File: config.mk
export PLATFORM = sky130hd
export DESIGN_NAME = instr_fetch_unit
export DESIGN_NICKNAME = d
export VERILOG_FILES = /design/src/rtl/cpu_pkg.sv /design/src/rtl/pc_reg.sv /design/src/rtl/instr_fetch_unit.sv
export SDC_FILE = /design/constraint.sdc
export NUM_CORES = 1
export LEC_CHECK = 0
export CAP_MARGIN = 10
export CORE_UTILIZATION = 30
export CTS_CLUSTER_SIZE = 8
export DETAILED_ROUTE_END_ITERATION = 10
export GPL_ROUTABILITY_DRIVEN = 0
export PLACE_DENSITY = 0.6
export SLEW_MARGIN = 5
export SYNTH_ARGS = -nofsm -noshare
export SYNTH_HDL_FRONTEND = slang
export SYNTH_SLANG_ARGS = --single-unit
File: constraint.sdc
create_clock -name clk -period 1.7 [get_ports clk]
set_clock_uncertainty 0.05 [all_clocks]
set_input_delay 0.34 -clock clk [delete_from_list [all_inputs] [get_ports clk]]
set_output_delay 0.34 -clock clk [all_outputs]
set_load 0.1 [all_outputs]
File: src/rtl/cpu_pkg.sv
// cpu_pkg: widths, NOP encoding and fetch state shared by fetch/decode/execute
package cpu_pkg;
  localparam int PC_W = 16;
  localparam int IR_W = 16;
  localparam logic [IR_W-1:0] NOP_IR = '0;
  typedef enum logic [1:0] {IDLE, FETCH, HOLD, FLUSH} fetch_state_e;
endpackage

File: src/rtl/pc_reg.sv
// pc_reg: program counter with load/increment/hold, wrapping modulo 2^PC_W
module pc_reg
  import cpu_pkg::*;
#(
  parameter logic [PC_W-1:0] RESET_PC = '0
) (
  input  logic            clk,
  input  logic            rst_n,
  input  logic            ld,
  input  logic            inc,
  input  logic [PC_W-1:0] d,
  output logic [PC_W-1:0] pc
);
  always_ff @(posedge clk or negedge rst_n)
    if (!rst_n) pc <= RESET_PC;
    else if (ld) pc <= d;
    else if (inc) pc <= pc + PC_W'(1);
endmodule

File: src/rtl/instr_fetch_unit.sv
// instr_fetch_unit: PC ownership, req/ack instruction fetch, stall skid and branch flush
module instr_fetch_unit
  import cpu_pkg::*;
#(
  parameter logic [PC_W-1:0] RESET_PC = '0
) (
  input  logic            clk,
  input  logic            rst_n,
  input  logic            stall,
  input  logic            br_taken,
  input  logic [PC_W-1:0] br_target,
  output logic            imem_req,
  output logic [PC_W-1:0] imem_addr,
  input  logic            imem_ack,
  input  logic [IR_W-1:0] imem_rdata,
  output logic [IR_W-1:0] ir,
  output logic            ir_valid,
  output logic [PC_W-1:0] pc_out
);
  fetch_state_e state, state_n;
  logic [PC_W-1:0] pc, pc_out_n, flush_addr, flush_addr_n;
  logic [IR_W-1:0] ir_n, skid, skid_n;
  logic valid_n, pc_ld, pc_inc;
  pc_reg #(.RESET_PC(RESET_PC)) u_pc (
    .clk(clk), .rst_n(rst_n), .ld(pc_ld), .inc(pc_inc), .d(br_target), .pc(pc)
  );
  // the abandoned request keeps its own address since pc already holds the target
  assign imem_req  = state == FETCH || state == FLUSH;
  assign imem_addr = state == FLUSH ? flush_addr : pc;
  always_comb begin
    state_n      = state;
    ir_n         = ir;
    valid_n      = ir_valid;
    pc_out_n     = pc_out;
    skid_n       = skid;
    flush_addr_n = flush_addr;
    pc_ld        = 1'b0;
    pc_inc       = 1'b0;
    if (br_taken) begin
      ir_n         = NOP_IR;
      valid_n      = 1'b0;
      skid_n       = '0;
      pc_ld        = 1'b1;
      state_n      = imem_req && !imem_ack ? FLUSH : FETCH;
      flush_addr_n = state == FETCH ? pc : flush_addr;
    end else begin
      case (state)
        IDLE: state_n = FETCH;
        FETCH: if (imem_ack) begin
          pc_inc = 1'b1;
          if (stall) begin
            skid_n  = imem_rdata;
            state_n = HOLD;
          end else begin
            ir_n     = imem_rdata;
            pc_out_n = pc;
            valid_n  = 1'b1;
          end
        end
        HOLD: if (!stall) begin
          ir_n     = skid;
          pc_out_n = pc - PC_W'(1);
          valid_n  = 1'b1;
          state_n  = FETCH;
        end
        FLUSH: state_n = imem_ack ? FETCH : FLUSH;
        default: state_n = IDLE;
      endcase
    end
  end
  always_ff @(posedge clk or negedge rst_n)
    if (!rst_n) begin
      state      <= IDLE;
      ir         <= NOP_IR;
      ir_valid   <= 1'b0;
      pc_out     <= '0;
      skid       <= '0;
      flush_addr <= '0;
    end else begin
      state      <= state_n;
      ir         <= ir_n;
      ir_valid   <= valid_n;
      pc_out     <= pc_out_n;
      skid       <= skid_n;
      flush_addr <= flush_addr_n;
    end
endmodule

==> run metrics <==
placement-stage worst setup slack=-0.358 ns; Core Util, Final=0.525; Syn Inst Count=411; post-DP HPWL=8.40 mm; vias in the first global route=3,802; Yosys cell types=43; PnR worst setup slack=-0.249 ns; CTS tree=built; Tightest Pin Transition=0.535 ns; die height=119 um; Post-synth EDFFs=0; starting density of the core=0.310; Worst-Skew Late Latency=0.35 ns; Placed Area=6120 um^2; gr usage total=0.182; Layout area overhead=69.5%; Post-synth top flop=dfrtp_1; power per cell area=1210 nW/um^2; area share of the largest cell type after synthesis=0.504; max frequency=513 MHz; Post-Syn Nets=450; drt pass-1 iters=4; WHS=0.384 ns; GRT overflow=0; I/O pins=87; largest net degree at the start of global routing=42; die area=14,200 um^2; final hold violations=0; clock slew seen by the registers of the worst setup and hold paths=0.06 ns; vias=3,786; DR vias/cell=5.13; DRC violations left=0; first-pass GRT wire length=20.0 mm; root buf cell=clkbuf_16; CTS buffer count=9; Syn Std Cell Area=4120 um^2; CP Data Required Time=1.31 ns; # port buffers=86; Mapped Avg Cell Area=10.0 um^2; MaxCap Viol Count=0; CP Max Fanout=8; period utilisation layout=1.15; FILL cells=1,109; Startpoint Class=register; diode count=0; H-tree Lvls=3; Worst Path Arrival=1.56 ns; status=complete, but fails checks; synth warn=0; Nets=596; 1st-iter DRT viols=240; failing checks=setup timing; dpl cells=691; slew margin rel.=0.642; # setup viols final=54; most area-hungry cell type in the Yosys netlist=dfrtp_1; Synth Register Bits=83; critical path class=reg2out; antenna violations before repair=0; unrepaired setup endpoints after global routing=yes; Hold Crit Class=in2async; Crit. End Element=primary output; DRT Wirelength=13.0 mm; final instance area=6980 um^2; Seq/Total Area, Yosys=0.504; Core Area=13,300 um^2; final cell count without fillers=738; final setup TNS=-7.46 ns; DR WL/cell=17.6 um; worst vdd ir=0.000656 V; Final Max Slew Viols=0; clock sinks=83; Final min period=1.95 ns; asr flop ratio synth=1.00; Synth area leaders=dfrtp_1 50%, mux2_2 8.5%, nand2_1 6.4%; share of cells above drive strength 1=0.402; clk buf depth=2; Leak=3.03 nW; Die X=119 um; Row Count=42; Post-DRT Antenna Nets=0; Total Power=8.44 mW
## per-layer routing
layer	GRT usage	share of wire	vias up	wire length [um]
met5	0	0	-	0
met4	0.0767	0.028	0	368
met3	0.0398	0.043	26	552
met2	0.298	0.50	103	6540
met1	0.232	0.42	1892	5510
li1	-	-	1765	-
## final timing paths
kind	endpoint	from	slack (ns)	cells after the start
max in group asynchronous	skid[11]$_DFFE_PN0P_	rst_n	0.68	3
hold / removal	flush_addr[13]$_DFFE_PN0P_	rst_n	0.38	2
min in group clk	ir[7]$_DFFE_PN0P_	br_taken	0.40	2
setup reg to reg	ir[15]$_DFFE_PN0P_	state[1]$_DFFE_PN0P_	-0.17	7
hold reg to reg	flush_addr[1]$_DFFE_PN0P_	flush_addr[1]$_DFFE_PN0P_	0.45	2
setup / recovery	imem_addr[1]	state[0]$_DFFE_PN0P_	-0.25	4
## critical path, cell delays in order, from the launching register on
cell and delay, ns:
dfrtp_2 0.44, nand2_4 0.11, buf_12 0.15, mux2_4 0.33
buf_12 0.17
## cell usage after synthesis (3+ instances only)
cell type / instances
a21oi_1: 4
a22o_1: 16
a311oi_1: 16
a31oi_1: 6
buf_2: 17
clkbuf_1: 18
dfrtp_1: 83
inv_1: 4
mux2_2: 31
nand2_1: 70
nand3_1: 9
nand3b_1: 3
nand4_1: 6
nor2_1: 33
nor2b_1: 3
nor3_1: 7
nor4_1: 5
o21ai_0: 25
o31ai_1: 3
or4_1: 3
xnor2_1: 10
xor2_1: 10
## repair_timing
action / 4_1_cts / 5_1_grt
setup buffers: 11 / 12
resized for setup: 47 / 25
cloned: 7 / 0
hold buffers: 1 / 0
pin swaps: 21 / 11
hold endpoints to repair: 21 / 0
endpoints found under the setup margin: 50 / 61
## cell type report
cell class                      instances  area (um^2)  share of cell area
Clock buffer                            9          225              0.0322
Clock inverter                          7         76.3              0.0109
Inverter                                4         17.5             0.00251
Multi-Input combinational cell        289         2180               0.312
Sequential cell                        83         2090               0.299
Tap cell                              176          220              0.0315
Timing Repair Buffer                  170         2180               0.312
## logic make-up (layout without fill, tap and decap cells)
group | after synthesis | count (layout) | synth area share
compound gates | 78 | 81 | 0.134
xor+xnor | 20 | 20 | 0.0425
fa+ha+maj | 2 | 2 | 0.00607
buf+inv | 42 | 190 | 0.0443
flops | 83 | 83 | 0.504
mux | 33 | 33 | 0.0896
simple gates | 153 | 153 | 0.179
## power breakdown
group	switching [mW]	total, mW	internal, mW	leakage [nW]
registers	0.305	2.57	2.27	1.04
logic	2.33	3.85	1.52	1.86
clock network	0.863	2.01	1.15	0.142
## layout by cell type, fill, tap and decap left out, types with 11 or more instances in the layout
cell,instances
a22o_1,16
a311oi_1,13
buf_12,57
buf_4,60
buf_6,13
clkdlybuf4s50_1,34
dfrtp_1,72
dfrtp_2,11
mux2_2,15
mux2_4,16
nand2_1,69
nor2_1,33
o21ai_0,19
No activity file was read; power rests on OpenSTA's default activity.
